### config.mk
export PLATFORM = sky130hd
export DESIGN_NAME = game_ctrl
export DESIGN_NICKNAME = d
export VERILOG_FILES = /design/src/rtl/game_ctrl.sv
export SDC_FILE = /design/constraint.sdc
export NUM_CORES = 1
export LEC_CHECK = 0
export BUFFER_PORTS_ARGS = -buffer_cell sky130_fd_sc_hd__buf_2
export CAP_MARGIN = 0
export CORE_ASPECT_RATIO = 0.5
export CORE_MARGIN = 2
export CORE_UTILIZATION = 50
export DETAILED_ROUTE_END_ITERATION = 10
export PLACE_DENSITY_LB_ADDON = 0.12
export SETUP_SLACK_MARGIN = 0.05
export SYNTH_ARGS = -nofsm -noshare
export SYNTH_HDL_FRONTEND = slang
export SYNTH_SLANG_ARGS = --single-unit
### constraint.sdc
create_clock -name clk -period 6.7 [get_ports clk]
set_input_delay 1.005 -clock clk [delete_from_list [all_inputs] [get_ports clk]]
set_output_delay 1.005 -clock clk [all_outputs]
set_load 0.01 [all_outputs]
### src/rtl/game_ctrl.sv
// game_ctrl -- brick-smasher game sequencer.
// Watches the pixel stream for ball/bottom-wall overlap, runs the
// IDLE/SERVE/PLAY/PAUSE/MISS/OVER/WIN state machine, and tracks lives
// and a saturating score.
// Ports:
//   clk, rst_n        pixel clock, async active-low reset
//   refr_tick         one-cycle pulse per frame (first blanking pixel)
//   ball_on, wall_on  pixel-in-object flags
//   brick_hit         one-cycle pulse per destroyed brick
//   bricks_clear      level, no bricks left
//   btn_start/pause   one-cycle button pulses
//   game_state        0 IDLE,1 SERVE,2 PLAY,3 PAUSE,4 MISS,5 OVER,6 WIN
//   ball_run          ball may move (PLAY only)
//   ball_rst          pulse on first SERVE cycle
//   wall_alert        bottom-wall flash request during MISS
//   lives, score      remaining lives, binary score
module game_ctrl #(
  parameter int LIVES        = 3,
  parameter int SERVE_FRAMES = 60,
  parameter int MISS_FRAMES  = 30,
  parameter int FLASH_SHIFT  = 2,
  parameter int BRICK_POINTS = 10,
  parameter int SCORE_MAX    = 9999
) (
  input  logic        clk,
  input  logic        rst_n,
  input  logic        refr_tick,
  input  logic        ball_on,
  input  logic        wall_on,
  input  logic        brick_hit,
  input  logic        bricks_clear,
  input  logic        btn_start,
  input  logic        btn_pause,
  output logic [2:0]  game_state,
  output logic        ball_run,
  output logic        ball_rst,
  output logic        wall_alert,
  output logic [1:0]  lives,
  output logic [13:0] score
);

  typedef enum logic [2:0] {
    IDLE  = 3'd0,
    SERVE = 3'd1,
    PLAY  = 3'd2,
    PAUSE = 3'd3,
    MISS  = 3'd4,
    OVER  = 3'd5,
    WIN   = 3'd6
  } state_t;

  state_t      state_q, state_d;
  logic [6:0]  frame_cnt_q, frame_cnt_d;
  logic        miss_q, miss_d;
  logic [1:0]  lives_q, lives_d;
  logic [13:0] score_q, score_d;
  logic        ball_run_q, ball_run_d;
  logic        ball_rst_q, ball_rst_d;
  logic        wall_alert_q, wall_alert_d;
  logic [14:0] score_sum;

  assign score_sum = {1'b0, score_q} + 15'(BRICK_POINTS);

  always_comb begin
    state_d     = state_q;
    frame_cnt_d = frame_cnt_q;
    miss_d      = miss_q;
    lives_d     = lives_q;
    score_d     = score_q;

    case (state_q)
      IDLE, OVER, WIN: begin
        if (btn_start) begin
          state_d = SERVE;
          lives_d = 2'(LIVES);
          score_d = '0;
        end
      end
      SERVE: begin
        if (refr_tick && frame_cnt_q == 7'(SERVE_FRAMES - 1)) state_d = PLAY;
      end
      PLAY: begin
        // Frame evaluation takes precedence over a same-cycle pause.
        if (refr_tick) begin
          if (bricks_clear) begin
            state_d = WIN;
          end else if (miss_q) begin
            state_d = MISS;
            lives_d = lives_q - 2'd1;
          end
        end else if (btn_pause) begin
          state_d = PAUSE;
        end
      end
      PAUSE: begin
        if (btn_pause) state_d = PLAY;
      end
      MISS: begin
        if (refr_tick && frame_cnt_q == 7'(MISS_FRAMES - 1))
          state_d = (lives_q == 2'd0) ? OVER : SERVE;
      end
      default: state_d = IDLE;
    endcase

    // Overlap is latched during the frame and consumed at the tick.
    if (state_q == PLAY) begin
      if (refr_tick)                 miss_d = 1'b0;
      else if (ball_on && wall_on)   miss_d = 1'b1;
    end
    if (state_d == SERVE && state_q != SERVE) miss_d = 1'b0;

    // Hit on the tick that leaves PLAY still counts (uses current state).
    if (state_q == PLAY && brick_hit)
      score_d = (score_sum > 15'(SCORE_MAX)) ? 14'(SCORE_MAX) : score_sum[13:0];

    if (state_d != state_q)
      frame_cnt_d = '0;
    else if (refr_tick && (state_q == SERVE || state_q == MISS))
      frame_cnt_d = frame_cnt_q + 7'd1;

    // Outputs registered from next-state values so they align with game_state.
    ball_run_d   = (state_d == PLAY);
    ball_rst_d   = (state_d == SERVE) && (state_q != SERVE);
    wall_alert_d = (state_d == MISS) && frame_cnt_d[FLASH_SHIFT];
  end

  always_ff @(posedge clk or negedge rst_n) begin
    if (!rst_n) begin
      state_q      <= IDLE;
      frame_cnt_q  <= '0;
      miss_q       <= 1'b0;
      lives_q      <= 2'(LIVES);
      score_q      <= '0;
      ball_run_q   <= 1'b0;
      ball_rst_q   <= 1'b0;
      wall_alert_q <= 1'b0;
    end else begin
      state_q      <= state_d;
      frame_cnt_q  <= frame_cnt_d;
      miss_q       <= miss_d;
      lives_q      <= lives_d;
      score_q      <= score_d;
      ball_run_q   <= ball_run_d;
      ball_rst_q   <= ball_rst_d;
      wall_alert_q <= wall_alert_d;
    end
  end

  assign game_state = state_q;
  assign ball_run   = ball_run_q;
  assign ball_rst   = ball_rst_q;
  assign wall_alert = wall_alert_q;
  assign lives      = lives_q;
  assign score      = score_q;

endmodule

==> metrics.yaml, run 1 <==
outcome: "finished, final reports clean"
clock-sinks: 30
worst-path-buf-inv: 0
critPathMaxStageDelay_ns: 0.49
io_pins: 31
syn-mean-instance-area_um2: 9.27
detail-route-antenna-nets: 0
place.port_buffers: 30
dpl_cell_area_um2: 2140
drive_gt1_share_pct: 22.0
fin_crit_ns: 2.69
post_cts_buffers: 0
crit_required_ns: 6.87
yosysTopAreaCell: "dfrtp_1"
hold_viol: 0
firstDrtPassIters: 4
cts_tree: "built"
clk_latency_ns: 0.29
drc_errors: 0
clockBufferDepth: 2
via_per_inst: 6.20
wl_per_cell_um: 16.0
worstPathArrival_ns: 2.86
syn_to_final_growth_pct: 8.75
max-vdd-ir-drop_mv: 0.211
multi_input_area_um2: 1120
ys.flop_type: "dfrtp_1"
layout_commonest_cell: "buf_2"
die_w_um: 94.7
hold_buffers: 0
path_class: "flop to flop"
antenna_found_initial: 0
fmax_ghz: 0.372
rsz0062_at_grt: "false"
grt_pass1_wl_um: 7950
start_kind: "flop"
dp_hpwl_um: 3330
crit_fanout: 12
crit_path_end_kind: "flop"
setup_viol: 0
diodes: 0
grt_overflow: 0
synthTopCellsByArea: "dfrtp_1, nand2_1, a31oi_1"
cpMaxStageDelayCell: "dfrtp_1"
n_fill_cell: 396
p_leak_nw: 0.986
synthCells: 222
synth_edf_count: 0
skew_ns: 0.00753
post-route-period-util_pct: 40.1
hp-class: "flop to flop"
globalplace.congestion: 0.867
grt_usage_pct: 22.0
syn_nets: 236
max-slew-margin-rel_pct: 50.8
final_util_pct: 57.0
seq_area_um2: 753
layout.nets: 258
num_rows: 16
critPathTopFamily: "compound AO/OA/AOI/OAI gates"
start_util_pct: 52.5
fin_tns_setup_ns: 0
cts_resized: 0
maxCapViolCount: 0
grt_pass1_vias: 1661
grt_max_degree: 31
ys_seq_area_share_pct: 36.6
pre_cts_ws_ns: 3.90
die_area_um2: 4680
path_cells: "ha_1, o211a_1, and3_4, mux2_2, a21oi_4, nand2_1, o221a_2"
drt_wl_total_um: 4770
worst_pin_slew_ns: 0.733
p_per_area_nw_per_um2: 368
final_max_slew_viol_count: 0
htreeDepth: 2
cts_inserted_buffers: 5
final_cell_mix: "buf_2, dfrtp_1, nand2_1, inv_1, a31oi_1"
path_clk_slew_ns: 0.07
final.setup.worst_slack_ns: 4.01
yosysTopAreaCellShare_pct: 34.0
syn_area_um2: 2060
die_y_um: 49.4
yosysWarnings: 0
ys_ff_latch: 30
drtIter0Drc: 103
core_um2: 3920
postLayoutCellArea_um2: 2240
cts_root_buf: "clkbuf_8"
synth.distinct_cells: 68
synthArstFlopShare_pct: 100
num_vias: 1854
==> layout make-up <==
| class | count | area share (%) |
|---|---|---|
| clock inverters | 2 | 0.559 |
| multi-input cells | 164 | 50.2 |
| repair buffers | 30 | 6.71 |
| well taps | 54 | 3.02 |
| clock buffers | 6 | 3.69 |
| inverters | 13 | 2.18 |
| flip-flops and latches | 30 | 33.7 |
==> per-stage QoR <==
stage	cells	hold WS, ns	power (W)
2_1_floorplan	222	0.496	0.000580
5_1_grt	299	0.579	0.000891
3_3_place_gp	291	0.516	0.000666
6_report	299	0.544	0.000824
3_5_place_dp	291	0.539	0.000667
4_1_cts	299	0.556	0.000823
==> final timing paths <==
path	startpoint	to	slack, ns	cells after the start
max	score[1]$_DFFE_PN0P_	score[9]$_DFFE_PN0P_	4.01	7
max reg2reg	score[1]$_DFFE_PN0P_	score[9]$_DFFE_PN0P_	4.01	7
min	score[0]$_DFFE_PN0P_	score[0]$_DFFE_PN0P_	0.54	1
min in group asynchronous	rst_n	ball_run$_DFF_PN0_	0.75	1
max in group asynchronous	rst_n	score[6]$_DFFE_PN0P_	5.50	1
min reg2reg	score[0]$_DFFE_PN0P_	score[0]$_DFFE_PN0P_	0.54	1
==> worst register-to-register path: cells and delay by family, from the launching register on <==
family	cells	cell delay, ns
simple gates	2	0.46
compound gates	3	0.82
flops	1	0.49
mux	1	0.37
fa+ha+maj	1	0.42
==> registers in the layout (all words and copies together) (netlist names) <==
name	flops
lives	2
score	14
ball_rst	1
game_state	3
miss_q	1
wall_alert	1
frame_cnt_q	7
ball_run	1
==> layer usage <==
| metal | track usage, % | routed length, um |
|---|---|---|
| met2 | 31.6 | 2120 |
| met1 | 31.7 | 2270 |
| met5 | 0 | 0 |
| met3 | 6.18 | 314 |
| met4 | 7.73 | 69 |
==> cell families after synthesis <==
| group | synth area share [%] |
|---|---|
| AOI/OAI and AO/OA | 25.5 |
| xor gates and xnor gates | 2.98 |
| adders and majority gates | 3.04 |
| buffers and inverters | 8.81 |
| DFF | 36.6 |
| muxes | 1.52 |
| and+or+nand+nor | 21.6 |
==> cell usage after synthesis, types with 4 or more instances <==
cell / instances
nand3_1: 7
inv_1: 13
nand2_1: 21
o21ai_0: 9
a31oi_1: 12
buf_2: 4
o22ai_1: 5
dfrtp_1: 28
o21a_1: 4
nand4_1: 7
xor2_1: 5
ha_1: 5
a21oi_1: 5
nor2_1: 10
o211ai_1: 4
buf_6: 5
nor3_1: 9
==> power by group <==
part	switching [W]	internal (W)	total, W
Sequential	0.0000810	0.000225	0.000306
Combinational	0.000220	0.000141	0.000360
Clock	0.0000749	0.0000825	0.000157
Total	0.000375	0.000449	0.000824
Note: power is estimated with default switching activity, not from simulation.
==> run 2, diff against run 1 <==
==> constraint.sdc (replaced) <==
create_clock -name clk -period 2.7 [get_ports clk]
set_input_delay 0.405 -clock clk [delete_from_list [all_inputs] [get_ports clk]]
set_output_delay 0.405 -clock clk [all_outputs]
set_load 0.01 [all_outputs]
==> metrics.yaml, run 2 (same netlist as run 1, synthesis figures left out) <==
skew_ns: 0.00924  # +0.00171 ns
globalplace.congestion: 0.921  # +6.2%
final_cell_mix: "buf_2, dfrtp_1, nand2_1, inv_1, a31oi_1"
fin_tns_setup_ns: 0  # unchanged
num_rows: 16  # unchanged
crit_required_ns: 2.87  # -4.00 ns
worst_pin_slew_ns: 0.658  # -0.0753 ns
p_per_area_nw_per_um2: 904  # +150%
die_w_um: 94.7  # unchanged
die_y_um: 49.4  # unchanged
antenna_found_initial: 0  # unchanged
max-vdd-ir-drop_mv: 0.613  # +190%
hp-class: "primary input to asynchronous set/reset pin"
seq_area_um2: 753  # unchanged
hold_viol: 0  # unchanged
path_cells: "a21o_2, a211o_1, a222oi_1, a211o_2, buf_4, nand3_1, o221a_2"
largest_register_ff_count: 14  # unchanged
layout_commonest_cell: "buf_2"
setup_viol: 0  # unchanged
final_max_slew_viol_count: 0  # unchanged
maxCapViolCount: 0  # unchanged
diodes: 0  # unchanged
path_class: "flop to flop"
grt_overflow: 0  # unchanged
rsz0062_at_grt: "false"
max-slew-margin-rel_pct: 55.5  # +4.7 points
grt_pass1_vias: 1627  # -2.0%
fin_crit_ns: 2.60  # -0.0891 ns
grtUsageMet2_pct: 32.5  # +0.95 points
cts_tree: "built"
post-route-period-util_pct: 96.2  # +56 points
drtIter0Drc: 87  # -16%
crit_path_end_kind: "flop"
firstDrtPassIters: 4  # unchanged
syn_to_final_growth_pct: 12.8
path_clk_slew_ns: 0.07  # about the same
critPathMaxStageDelay_ns: 0.54  # +0.05 ns
p_leak_nw: 1.03  # +4.6%
clock-sinks: 30  # unchanged
grt_util_met3_pct: 6.03  # -0.15 points
via_per_inst: 6.02  # -3.0%
place.port_buffers: 30  # unchanged
p_total_w: 0.00210  # +150%
reg2reg_depth: 7  # unchanged
outcome: "finished, final reports clean"
grt-busiest-layer: "met2"
multi_input_area_um2: 1140  # +1.2%
cpMaxStageDelayCell: "dfrtp_1"
layout.nets: 269  # +4.3%
start_util_pct: 52.5  # unchanged
crit_fanout: 14  # +2
fmax_ghz: 0.385  # +3.4%
cts_root_buf: "clkbuf_8"
die_area_um2: 4680  # unchanged
path_depth: 7  # unchanged
grt_max_degree: 31  # unchanged
critPathTopFamily: "compound AO/OA/AOI/OAI gates"
use_met1_pct: 28.8  # -2.9 points
clockBufferDepth: 2  # unchanged
dp_hpwl_um: 3410  # +2.5%
wl_per_cell_um: 15.6  # -2.3%
htreeDepth: 2  # unchanged
drive_gt1_share_pct: 25.8  # +3.7 points
start_kind: "flop"
detail-route-antenna-nets: 0  # unchanged
grt_pass1_wl_um: 7730  # -2.7%
grt_usage_pct: 21.2  # -0.83 points
io_pins: 31  # unchanged
cts_inserted_buffers: 5  # unchanged
hold_buffers: 0  # unchanged
worst-path-buf-inv: 1  # +1
clk_latency_ns: 0.29  # about the same
worstPathArrival_ns: 2.77  # -0.09 ns
n_fill_cell: 369  # -6.8%
drc_errors: 0  # unchanged
drt_wl_total_um: 4830  # +1.3%
num_vias: 1865  # +0.59%
core_um2: 3920  # unchanged
-- run 2: cell type report --
cell class | count | share of cell area, %
clock buffer | 6 | 3.12
clock inverter | 2 | 0.431
inverter | 13 | 2.10
multi-input combinational | 164 | 49.0
sequential | 30 | 32.4
tap | 54 | 2.91
timing repair buffer | 41 | 10.0
-- run 2: where the power goes --
group	leakage (nW)	switching (W)	total, W	internal [W]
clock network	0.0450	0.000182	0.000361	0.000179
registers	0.398	0.000196	0.000755	0.000559
logic	0.589	0.000574	0.000985	0.000410
total	1.03	0.000953	0.00210	0.00115
-- run 2: final timing paths --
check                      slack (ns)                 start              endpoint
min reg2reg                      0.53  score[0]$_DFFE_PN0P_  score[0]$_DFFE_PN0P_
min                              0.14                 rst_n    ball_run$_DFF_PN0_
max in group asynchronous        2.11                 rst_n  score[7]$_DFFE_PN0P_
min in group clk                 0.40             refr_tick    miss_q$_DFFE_PN0P_
max reg2reg                      0.10  score[3]$_DFFE_PN0P_  score[8]$_DFFE_PN0P_
max                              0.10  score[3]$_DFFE_PN0P_  score[8]$_DFFE_PN0P_
-- run 2: routing by layer --
metal / part of all wire [%] / vias to the layer above
met4: 1.8 / 0
met5: 0 / -
met1: 48 / 893
li1: - / 909
met3: 4.3 / 11
met2: 46 / 52
-- run 2: worst register-to-register path: cells and delay by family (launching register included) --
family,cells,cell delay [ns]
buffers and inverters,1,0.15
AOI/OAI and AO/OA,5,1.70
and+or+nand+nor,1,0.10
DFF,1,0.54
-- run 2: repair_timing --
action                     4_1_cts  5_1_grt
buffers inserted                 0        5
setup endpoints to repair        0        8
gates resized for setup          0        3
-- run 2: per-stage QoR --
stage / hold slack, ns / area (um2) / cells / util (%) / setup slack (ns)
final: 0.141 / 2320 / 310 / 59.2 / 0.104
after global routing: 0.204 / 2320 / 310 / 59.2 / 0.0547
after CTS: 0.173 / 2270 / 305 / 57.9 / 0.102
after detailed placement: 0.501 / 2190 / 297 / 55.8 / 0.118
after global placement: 0.484 / 2190 / 297 / 55.8 / 0.174
after floorplan: 0.109 / 2060 / 222 / - / 0.499
==> run 3, diff against run 2 <==
--- a/config.mk
+++ b/config.mk
@@ -7,9 +7,11 @@
 export LEC_CHECK = 0
 export BUFFER_PORTS_ARGS = -buffer_cell sky130_fd_sc_hd__buf_2
 export CAP_MARGIN = 0
+export CELL_PAD_IN_SITES_DETAIL_PLACEMENT = 1
+export CELL_PAD_IN_SITES_GLOBAL_PLACEMENT = 1
 export CORE_ASPECT_RATIO = 0.5
 export CORE_MARGIN = 2
-export CORE_UTILIZATION = 50
+export CORE_UTILIZATION = 43
 export DETAILED_ROUTE_END_ITERATION = 10
 export PLACE_DENSITY_LB_ADDON = 0.12
 export SETUP_SLACK_MARGIN = 0.05
==> metrics.yaml, run 3 (same netlist as run 1, synthesis figures left out) <==
outcome: "finished, final reports clean"
core_um2: 4510  # +15%
clk_latency_ns: 0.30  # about the same
dp_hpwl_um: 3900  # +14%
worst_pin_slew_ns: 0.704  # +0.0460 ns
final_max_slew_viol_count: 0  # unchanged
rsz0062_at_grt: "false"
path_clk_slew_ns: 0.07  # about the same
clock-sinks: 30  # unchanged
p_leak_nw: 1.03  # -0.20%
hold_viol: 0  # unchanged
detail-route-antenna-nets: 0  # unchanged
cts_inserted_buffers: 5  # unchanged
final.setup.worst_slack_ns: 0.130  # +0.0261 ns
cts_tree: "built"
r2r-end: "score[9]$_DFFE_PN0P_"
endpoint: "score[9]$_DFFE_PN0P_"
grt_usage_pct: 22.5  # +1.3 points
post-route-period-util_pct: 95.2  # -0.97 points
drc_errors: 0  # unchanged
start_kind: "flop"
layout.nets: 268  # -0.37%
final_util_pct: 51.7  # -7.5 points
seq_area_um2: 753  # unchanged
dpl.cell_count: 309  # +4.0%
p_per_area_nw_per_um2: 924  # +2.2%
largest_register_ff_count: 14  # unchanged
max-vdd-ir-drop_mv: 0.562  # -8.3%
grt_overflow: 0  # unchanged
io_pins: 31  # unchanged
die_area_um2: 5390  # +15%
hold_buffers: 0  # unchanged
setup_viol: 0  # unchanged
num_rows: 17  # +1
multi_input_area_um2: 1130  # -0.99%
n_fill_cell: 571  # +55%
pre_cts_ws_ns: 0.177  # +0.0591 ns
crit_path_end_kind: "flop"
reg2reg_depth: 6  # -1
place.port_buffers: 30  # unchanged
start_util_pct: 45.6  # -6.8 points
r2r_slack_ns: 0.13  # +0.03 ns
dpl_cell_area_um2: 2200  # +0.69%
drive_gt1_share_pct: 25.5  # -0.29 points
grt_pass1_wl_um: 9150  # +18%
crit_fanout: 10  # -4
antenna_found_initial: 0  # unchanged
skew_ns: 0.00725  # -0.00199 ns
layout_commonest_cell: "buf_2"
grt_max_degree: 31  # unchanged
diodes: 0  # unchanged
crit_start: "score[4]$_DFFE_PN0P_"
hp-class: "primary input to asynchronous set/reset pin"
drtIter0Drc: 60  # -31%
crit_required_ns: 2.88  # about the same
worstPathArrival_ns: 2.75  # -0.02 ns
max-slew-margin-rel_pct: 52.4  # -3.1 points
clockBufferDepth: 2  # unchanged
maxCapViolCount: 0  # unchanged
via_per_inst: 5.82  # -3.2%
path_class: "flop to flop"
stdcell_count: 321  # +3.5%
wl_per_cell_um: 17.1  # +9.8%
postLayoutCellArea_um2: 2330  # +0.38%
num_vias: 1869  # +0.21%
cts_root_buf: "clkbuf_8"
firstDrtPassIters: 4  # unchanged
syn_to_final_growth_pct: 13.3
r2r_start: "score[4]$_DFFE_PN0P_"
drt_wl_total_um: 5500  # +14%
die_y_um: 52.9  # +7.2%
fin_crit_ns: 2.57  # -0.0261 ns
globalplace.congestion: 0.839  # -8.9%
final_cell_mix: "buf_2, dfrtp_1, nand2_1, inv_1, a31oi_1"
grt_pass1_vias: 1849  # +14%
fin_tns_setup_ns: 0  # unchanged
htreeDepth: 2  # unchanged
die_w_um: 102  # +7.5%
fmax_ghz: 0.389  # +1.0%
## run 3: changes by cell type in the layout (fill, tap and decap cells not counted), sizes merged
cell,before,now
clkinv,2,1
clkinvlp,0,1
buf,41,40
## run 3: critical path, cell delays in order, from the launching register on
cell,delay (ns)
dfrtp_1,0.50
and4_1,0.45
and3_4,0.27
mux2_2,0.37
a21oi_4,0.26
nand2_1,0.26
o221a_2,0.34
## run 3: metal layers
metal / GRT usage, % / vias up / share of wire, %
li1: - / 896 / -
met5: 0 / - / 0
met4: 4.00 / 0 / 0.76
met1: 29.5 / 938 / 48
met3: 6.34 / 4 / 3.7
met2: 37.9 / 31 / 47
## run 3: layout make-up
class | count | area share [%]
multi-input combinational | 164 | 48.3
clock inverter | 2 | 0.537
tap | 66 | 3.54
inverter | 13 | 2.09
sequential | 30 | 32.3
clock buffer | 6 | 3.54
timing repair buffer | 40 | 9.66
## run 3: power breakdown
group          leakage (nW)  internal, W  switching [W]
combinational         0.584     0.000413       0.000606
clock                0.0472     0.000205       0.000192
sequential            0.398     0.000559       0.000179
total                  1.03      0.00118       0.000978
## run 3: per-stage QoR
stage	hold slack (ns)	power (W)
floorplan	0.109	0.00144
global placement	0.483	0.00173
detailed placement	0.496	0.00176
CTS	0.173	0.00217
global route	0.204	0.00232
finish	0.150	0.00215
## run 3: worst min-delay path by stage
stage,slack [ns],end
2_1_floorplan,0.11,ball_rst$_DFF_PN0_
3_3_place_gp,0.48,score[12]$_DFFE_PN0P_
3_5_place_dp,0.50,score[12]$_DFFE_PN0P_
4_1_cts,0.17,score[12]$_DFFE_PN0P_
5_1_grt,0.20,score[1]$_DFFE_PN0P_
6_report,0.15,score[11]$_DFFE_PN0P_
## run 3: repair_timing
item / 4_1_cts / 5_1_grt
resized for setup: 0 / 1
hold endpoints to repair: 0 / 0
setup buffers: 0 / 4
setup endpoints to repair: 0 / 2
